<file path="config.mk">
export PLATFORM = sky130hd
export DESIGN_NAME = csr_access_sequencer
export DESIGN_NICKNAME = d
export VERILOG_FILES = /design/src/rtl/csr_access_sequencer_pkg.sv /design/src/rtl/csr_access_sequencer.sv
export SDC_FILE = /design/constraint.sdc
export NUM_CORES = 1
export LEC_CHECK = 0
export BUFFER_PORTS_ARGS = -buffer_cell sky130_fd_sc_hd__buf_2
export CAP_MARGIN = 40
export CORE_AREA = 2 2 116 118
export CTS_BUF_LIST = sky130_fd_sc_hd__clkbuf_4 sky130_fd_sc_hd__clkbuf_8 sky130_fd_sc_hd__clkbuf_16
export DETAILED_ROUTE_END_ITERATION = 12
export DIE_AREA = 0 0 118 120
export PLACE_DENSITY = 0.73
export SETUP_SLACK_MARGIN = 0.15
export SYNTH_ARGS = -nofsm -noshare
export SYNTH_HDL_FRONTEND = slang
export SYNTH_SLANG_ARGS = --single-unit
</file>
<file path="constraint.sdc">
create_clock -name clk_i -period 6.06 [get_ports clk_i]
set_clock_uncertainty 0.05 [all_clocks]
set_input_delay 0.909 -clock clk_i [delete_from_list [all_inputs] [get_ports clk_i]]
set_output_delay 0.909 -clock clk_i [all_outputs]
set_load 0.005 [all_outputs]
</file>
<file path="src/rtl/csr_access_sequencer_pkg.sv">
// Shared definitions for the CSR access sequencer: op encodings, trap CSR
// addresses, FSM states and the pipeline legality rule.
package csr_access_sequencer_pkg;

  typedef enum logic [1:0] {
    OP_SET   = 2'd0,
    OP_WRITE = 2'd1,
    OP_CLEAR = 2'd2,
    OP_RSVD  = 2'd3
  } csr_op_e;

  typedef enum logic [2:0] {
    ST_IDLE,
    ST_ISSUE,
    ST_WAIT_HI,
    ST_WAIT_LO,
    ST_RESP
  } state_e;

  typedef enum logic {
    OWN_PIPE,
    OWN_TRAP
  } owner_e;

  localparam logic [11:0] ADDR_MEPC   = 12'h341;
  localparam logic [11:0] ADDR_MCAUSE = 12'h342;
  localparam logic [11:0] ADDR_MTVAL  = 12'h343;
  localparam logic [11:0] ADDR_MTVEC  = 12'h305;
  localparam logic [1:0]  RO_PREFIX   = 2'b11;

  // Read-only CSRs accept only a set-bits access with a zero operand (a pure read).
  function automatic logic pipe_illegal(input logic [1:0] op, input logic [1:0] prefix,
                                        input logic wdata_nz);
    return (op == OP_RSVD) || ((prefix == RO_PREFIX) && ((op != OP_SET) || wdata_nz));
  endfunction

endpackage

</file>
<file path="src/rtl/csr_access_sequencer.sv">
// CSR front-end: arbitrates pipeline and trap-unit accesses and sequences the
// trap-entry writes (MEPC, MCAUSE, MTVAL) followed by the MTVEC read.
module csr_access_sequencer
  import csr_access_sequencer_pkg::*;
#(
  parameter int CSR_DATA_WIDTH = 32,
  parameter int CSR_ADDR_WIDTH = 12,
  parameter int BUSY_TIMEOUT   = 8
) (
  input  logic                      clk_i,
  input  logic                      rst_i,
  input  logic                      pipe_req_i,
  input  logic [1:0]                pipe_op_i,
  input  logic [CSR_ADDR_WIDTH-1:0] pipe_addr_i,
  input  logic [CSR_DATA_WIDTH-1:0] pipe_wdata_i,
  output logic                      pipe_ack_o,
  output logic [CSR_DATA_WIDTH-1:0] pipe_rdata_o,
  output logic                      pipe_err_o,
  input  logic                      trap_req_i,
  input  logic [CSR_DATA_WIDTH-1:0] trap_epc_i,
  input  logic [CSR_DATA_WIDTH-1:0] trap_cause_i,
  input  logic [CSR_DATA_WIDTH-1:0] trap_tval_i,
  output logic                      trap_done_o,
  output logic [CSR_DATA_WIDTH-1:0] trap_vec_o,
  output logic                      trap_err_o,
  output logic                      csr_en_o,
  output logic [1:0]                csr_op_o,
  output logic [CSR_ADDR_WIDTH-1:0] csr_addr_o,
  output logic [CSR_DATA_WIDTH-1:0] csr_wdata_o,
  input  logic [CSR_DATA_WIDTH-1:0] csr_rdata_i,
  input  logic                      csr_busy_i
);

  localparam int TW = $clog2(BUSY_TIMEOUT + 1);

  state_e                    state_q, state_d;
  owner_e                    owner_q, owner_d;
  logic [1:0]                step_q, step_d;
  logic [TW-1:0]             tmo_q, tmo_d;
  logic                      err_q, err_d;
  logic [CSR_DATA_WIDTH-1:0] rdata_q, rdata_d;
  logic [1:0]                op_q, op_d;
  logic [CSR_ADDR_WIDTH-1:0] addr_q, addr_d;
  logic [CSR_DATA_WIDTH-1:0] wdata_q, wdata_d;

  always_ff @(posedge clk_i or posedge rst_i) begin
    if (rst_i) begin
      state_q <= ST_IDLE;
      owner_q <= OWN_PIPE;
      step_q  <= '0;
      tmo_q   <= '0;
      err_q   <= 1'b0;
      rdata_q <= '0;
      op_q    <= '0;
      addr_q  <= '0;
      wdata_q <= '0;
    end else begin
      state_q <= state_d;
      owner_q <= owner_d;
      step_q  <= step_d;
      tmo_q   <= tmo_d;
      err_q   <= err_d;
      rdata_q <= rdata_d;
      op_q    <= op_d;
      addr_q  <= addr_d;
      wdata_q <= wdata_d;
    end
  end

  always_comb begin
    state_d = state_q;
    owner_d = owner_q;
    step_d  = step_q;
    tmo_d   = tmo_q;
    err_d   = err_q;
    rdata_d = rdata_q;
    op_d    = op_q;
    addr_d  = addr_q;
    wdata_d = wdata_q;
    unique case (state_q)
      ST_IDLE: begin
        if (!csr_busy_i && trap_req_i) begin
          owner_d = OWN_TRAP;
          step_d  = '0;
          op_d    = OP_WRITE;
          addr_d  = CSR_ADDR_WIDTH'(ADDR_MEPC);
          wdata_d = trap_epc_i;
          err_d   = 1'b0;
          rdata_d = '0;
          state_d = ST_ISSUE;
        end else if (!csr_busy_i && pipe_req_i) begin
          owner_d = OWN_PIPE;
          op_d    = pipe_op_i;
          addr_d  = pipe_addr_i;
          wdata_d = pipe_wdata_i;
          rdata_d = '0;
          err_d   = pipe_illegal(pipe_op_i, pipe_addr_i[CSR_ADDR_WIDTH-1 -: 2], |pipe_wdata_i);
          state_d = err_d ? ST_RESP : ST_ISSUE;
        end
      end
      ST_ISSUE: begin
        tmo_d   = '0;
        state_d = ST_WAIT_HI;
      end
      ST_WAIT_HI: begin
        if (csr_busy_i) begin
          rdata_d = csr_rdata_i;
          state_d = ST_WAIT_LO;
        end else if (tmo_q == TW'(BUSY_TIMEOUT - 1)) begin
          err_d   = 1'b1;
          rdata_d = '0;
          state_d = ST_RESP;
        end else begin
          tmo_d = tmo_q + TW'(1);
        end
      end
      ST_WAIT_LO: begin
        if (!csr_busy_i) begin
          if (owner_q == OWN_TRAP && step_q != 2'd3) begin
            step_d  = step_q + 2'd1;
            op_d    = OP_WRITE;
            state_d = ST_ISSUE;
            case (step_d)
              2'd1: begin
                addr_d  = CSR_ADDR_WIDTH'(ADDR_MCAUSE);
                wdata_d = trap_cause_i;
              end
              2'd2: begin
                addr_d  = CSR_ADDR_WIDTH'(ADDR_MTVAL);
                wdata_d = trap_tval_i;
              end
              default: begin
                op_d    = OP_SET;
                addr_d  = CSR_ADDR_WIDTH'(ADDR_MTVEC);
                wdata_d = '0;
              end
            endcase
          end else begin
            state_d = ST_RESP;
          end
        end
      end
      ST_RESP: state_d = ST_IDLE;
      default: state_d = ST_IDLE;
    endcase
  end

  // Responses are decoded from registered state so reset clears them immediately.
  always_comb begin
    csr_en_o     = (state_q == ST_ISSUE);
    csr_op_o     = op_q;
    csr_addr_o   = addr_q;
    csr_wdata_o  = wdata_q;
    pipe_ack_o   = (state_q == ST_RESP) && (owner_q == OWN_PIPE);
    trap_done_o  = (state_q == ST_RESP) && (owner_q == OWN_TRAP);
    pipe_err_o   = pipe_ack_o && err_q;
    trap_err_o   = trap_done_o && err_q;
    pipe_rdata_o = pipe_ack_o ? rdata_q : '0;
    trap_vec_o   = (trap_done_o && !err_q) ? {rdata_q[CSR_DATA_WIDTH-1:2], 2'b00} : '0;
  end

endmodule

</file>
[Word-level counts from Yosys, hierarchy flattened]
Cells that the tools add are included.
Word-level totals
  output and inout port bits: 115
  input port bits: 179
  flip-flop bits (word level): 89
Cells by class
  reductions and logical operators: 28
  add/subtract/negate cells: 2
  eq/ne operators: 18
  mux-type cells: 47
  bitwise gates (word level): 1
Operator list (number)
  32-bit 2-to-1 mux: 10
  32-bit case mux with 2 select lines: 3
  12-bit 2-to-1 mux: 4
  32-bit OR reduction: 1
  12-bit case mux with 2 select lines: 1
  3-bit 2-to-1 mux: 7
  2-bit 2-to-1 mux: 7
  2-bit != test, second input constant: 7
  7-bit case mux with 2 select lines: 1
  3-bit case mux with 4 select lines: 1
  4-bit AND reduction: 3
  2-bit nonzero test: 5
  1-bit logical AND: 9
  3-bit AND reduction: 3
  4-bit 2-to-1 mux: 2
  2-bit case mux with 2 select lines: 2
  4-bit case mux with 2 select lines: 1
  1-bit 2-to-1 mux: 7
  2-bit equality test, second input constant: 3
  3-bit by 2-bit equality test with 1-bit output, second input constant: 2
  3-bit != test, second input constant: 2
  4-bit by 1-bit adder with 4-bit output, second input constant: 1
  4-bit by 3-bit equality test with 1-bit output, second input constant: 1
  3-bit by 1-bit equality test with 1-bit output, second input constant: 1
  other kinds (10): 12

[Depth between registers and ports, before layout]
  depth after elaboration: 8
  depth in mapped cells: 7
  gate-level depth less buffers: 5

[Least setup slack after synthesis]
No wires, ideal clock.
  path type: reg2out
  start point: register state_q[1]
  end point: output trap_vec_o[10]
  cell stages (with the launch flop): 6
  required time: 5.101 ns
  arrival: 1.387 ns
  slack: 3.714 ns
  cell sequence: dfrtp_1 > nor2_1 > and3_1 > nor2b_1 > clkbuf_1 > and2_1
Between the ends
  word-level cells in the longest chain between the ends: 4
RTL lines
  start, declared: RTL line csr_access_sequencer.sv:36  | state_e state_q, state_d;
  start signal, assigned: RTL line csr_access_sequencer.sv:58  | state_q <= state_d;
  3-bit equality test: RTL line csr_access_sequencer.sv:155  | trap_done_o = (state_q == ST_RESP) && (owner_q == OWN_TRAP);
  1-bit logical AND: RTL line csr_access_sequencer.sv:155
  net trap_done_o: RTL line csr_access_sequencer.sv:23  | output logic trap_done_o,
  1-bit logical AND: RTL line csr_access_sequencer.sv:159  | trap_vec_o = (trap_done_o && !err_q) ? {rdata_q[CSR_DATA_WIDTH-1:2], 2'b00} : '0;
  32-bit 2-to-1 mux: RTL line csr_access_sequencer.sv:159
  end, declared: RTL line csr_access_sequencer.sv:24  | output logic [CSR_DATA_WIDTH-1:0] trap_vec_o,
The timed path passes the listed nets, and every way through them passes these cells.

[Worst setup path in the final report]
  start point: register state_q[0]
  end point: output trap_vec_o[3]
Between the ends
  word-level cells in the longest chain between the ends: 4
RTL lines (RTL line)
  3-bit equality test: csr_access_sequencer.sv:155
  1-bit logical AND: csr_access_sequencer.sv:155
  1-bit logical AND: csr_access_sequencer.sv:159
  32-bit 2-to-1 mux: csr_access_sequencer.sv:159
No other way between the ends.

==> impl_metrics.tcl <==
set metrics [dict create \
    status "finished clean" \
    cts.htree.levels 3 \
    fmax_mhz 326.0 \
    clock_latency_ns 0.34 \
    maxCapViolCount 0 \
    place.port_buffers 291 \
    cts_inserted_buffers 9 \
    vias 4851 \
    powerDensity_nw_per_um2 392.3 \
    postPlaceCellArea_um2 6604 \
    fill_cells 1224 \
    track_usage_pct 22.08 \
    setup_viol 0 \
    fp.dieArea_um2 14160 \
    die_width_um 118 \
    crit_arrival_ns 2.11 \
    io_pins 294 \
    fin_tns_setup_ns 0 \
    maxSlewHeadroom_pct 49.66 \
    wl_met1_mm 6.578 \
    period_needed_ns 3.068 \
    avgSynthCellArea_um2 10.55 \
    final_cell_mix "291 x buf_2, 89 x dfrtp_1, 64 x and2_1" \
    root_buffer "clkbuf_16" \
    routed_wl_mm 15.91 \
    rsz0062_at_grt "no" \
    post_cts_buffers 0 \
    crit_fanout 30 \
    drive_gt1_share_pct 47.42 \
    path_cells "nor2_1 > and3_1 > nor2b_1 > buf_4 > and2_1 > buf_2" \
    dr_wl_met3_mm 1.206 \
    hold_viol 0 \
    hold_buffers 0 \
    cp.required_ns 5.10 \
    highest_layer "met4" \
    final_common_cell "buf_2" \
    wl_per_cell_um 17.01 \
    crit_type "register to output port" \
    tightest_slew_ns 0.7551 \
    whs_ns 0.4368 \
    layout_setup_ws_ns 2.992 \
    pre_cts_slack_ns 3.342 \
    firstDrtPassIters 4 \
    via_per_inst 5.188 \
    yosys_warnings 0 \
    crit_path_start_kind "register" \
    dp_hpwl_mm 12.04 \
    utilization_pct 53.34 \
    final_antenna_net_count 0 \
    syn_to_final_growth_pct 37.84 \
    fp-row-count 42 \
    wl_met2_mm 7.815 \
    grt_pass1_vias 4550 \
    crit_path_top_delay_cell "dfrtp_1" \
    place.gp.congestion 0.7954 \
    timing.final.crit_share_pct 50.63 \
    clock_path_buffers 2 \
    syn_inst 476 \
    seq_area_frac_synth_pct 44.34 \
    power_mw 2.716 \
    final_cells 935 \
    hp-class "register to register" \
    grt_pass1_wl_mm 24.43 \
    antenna_found_initial 4 \
    cts_tree "built" \
    cp-end-kind "output port" \
    max_stage_delay_ns 0.54 \
    synth.distinct_cells 46 \
    irDropWorstVdd_v 0.0001741 \
    ys_ff_latch 89 \
    cts_resized 0 \
    drt_iter0_drc 224 \
    cts.sinks 89 \
    start_util_pct 38.69 \
    final_nets 934 \
    slew_violations 0 \
    die_h_um 120 \
    core-area_um2 12980 \
    grt-ovfl-total 0 \
    p_leak_nw 3.641 \
    syn-cell-area_um2 5022 \
    drc 0 \
    clk_pin_slew_ns 0.08 \
    fin_area_um2 6923 \
    place_inst 915 \
    grt_start_max_net_pins 66 \
]
## routing by layer
metal / up-vias / GRT usage, %
met5: - / 0
met4: 0 / 7.982
met3: 16 / 4.658
met2: 243 / 37.65
met1: 2291 / 27.73
li1: 2301 / -
## final cells by class
class / instances / area, µm² / share of cell area, %
Antenna cell: 4 / 10.01 / 0.1446
Clock buffer: 9 / 225.2 / 3.253
Clock inverter: 7 / 83.83 / 1.211
Inverter: 14 / 55.05 / 0.7952
Multi-Input combinational cell: 335 / 2570 / 37.12
Sequential cell: 89 / 2227 / 32.17
Tap cell: 176 / 220.2 / 3.181
Timing Repair Buffer: 301 / 1531 / 22.12
## Yosys cell counts, drive strengths merged
master    n  share of area (%)
nand3     3               0.30
and3      2               0.25
o31ai     1               0.15
nor2b     2               0.25
mux2i    43                8.6
nor4      8                1.0
o2bb2ai   1               0.17
and2     64                8.0
nand3b    5               0.75
ha        5                1.2
a31oi     1               0.12
mux2     37                8.3
and4b     1               0.20
nand4     1               0.12
dfrtp    89                 44
a22o     33                5.8
o21ai     7               0.92
a2bb2oi   3               0.52
nand2    21                1.6
nand2b    2               0.25
buf      19                2.3
inv      14                1.0
o22ai     1               0.12
o31a      1               0.17
o32ai     1               0.17
nor2     12               0.95
or2       1               0.12
clkbuf   20                1.5
a221oi   32                5.6
a21boi    1               0.22
a21o      1               0.15
nor3      3               0.40
and3b     1               0.17
xor2      1               0.17
nor3b     1               0.15
a21oi    35                3.5
o21a      1               0.15
conb      1              0.075
nor4b     1               0.30
## flip-flops by register name (all words and copies together), names as in the netlist
register	flops
csr_op_o	2
step_q	2
csr_wdata_o	32
state_q	3
rdata_q	32
owner_q	1
csr_addr_o	12
err_q	1
tmo_q	4
## logic make-up after synthesis
logic type      after synthesis  share of synthesized area, %
other cells                   1                       0.07467
mux                          80                         16.87
fa+ha+maj                     5                         1.246
xor+xnor                      1                        0.1744
compound gates              119                         17.71
buf+inv                      53                         4.833
flops                        89                         44.34
simple gates                128                         14.75
## power breakdown
| group | switching, mW | internal (mW) | total (mW) |
|---|---|---|---|
| combinational | 0.578 | 0.529 | 1.11 |
| clock | 0.254 | 0.328 | 0.582 |
| sequential | 0.172 | 0.854 | 1.03 |
## final timing paths
check | slack (ns) | cells after the start | startpoint | to
worst max-delay path | 2.99 | 6 | state_q[0]$_DFFE_PP0P_ | trap_vec_o[3]
worst min-delay path | 0.44 | 1 | csr_wdata_o[3]$_DFFE_PP0P_ | csr_wdata_o[3]$_DFFE_PP0P_
worst max register to register | 3.78 | 4 | state_q[0]$_DFFE_PP0P_ | csr_addr_o[6]$_DFFE_PP0P_
worst min register to register | 0.44 | 1 | csr_wdata_o[3]$_DFFE_PP0P_ | csr_wdata_o[3]$_DFFE_PP0P_
max in group asynchronous | 4.35 | 3 | rst_i | csr_wdata_o[18]$_DFFE_PP0P_
min in group asynchronous | 0.50 | 2 | rst_i | rdata_q[3]$_DFFE_PP0P_
## critical path, delay by kind of cell, from the launching register on
| family | cells | cell delay [ns] |
|---|---|---|
| and+or+nand+nor | 4 | 0.86 |
| buffers and inverters | 2 | 0.37 |
| DFF | 1 | 0.54 |
No activity file was read; power rests on OpenSTA's default activity.
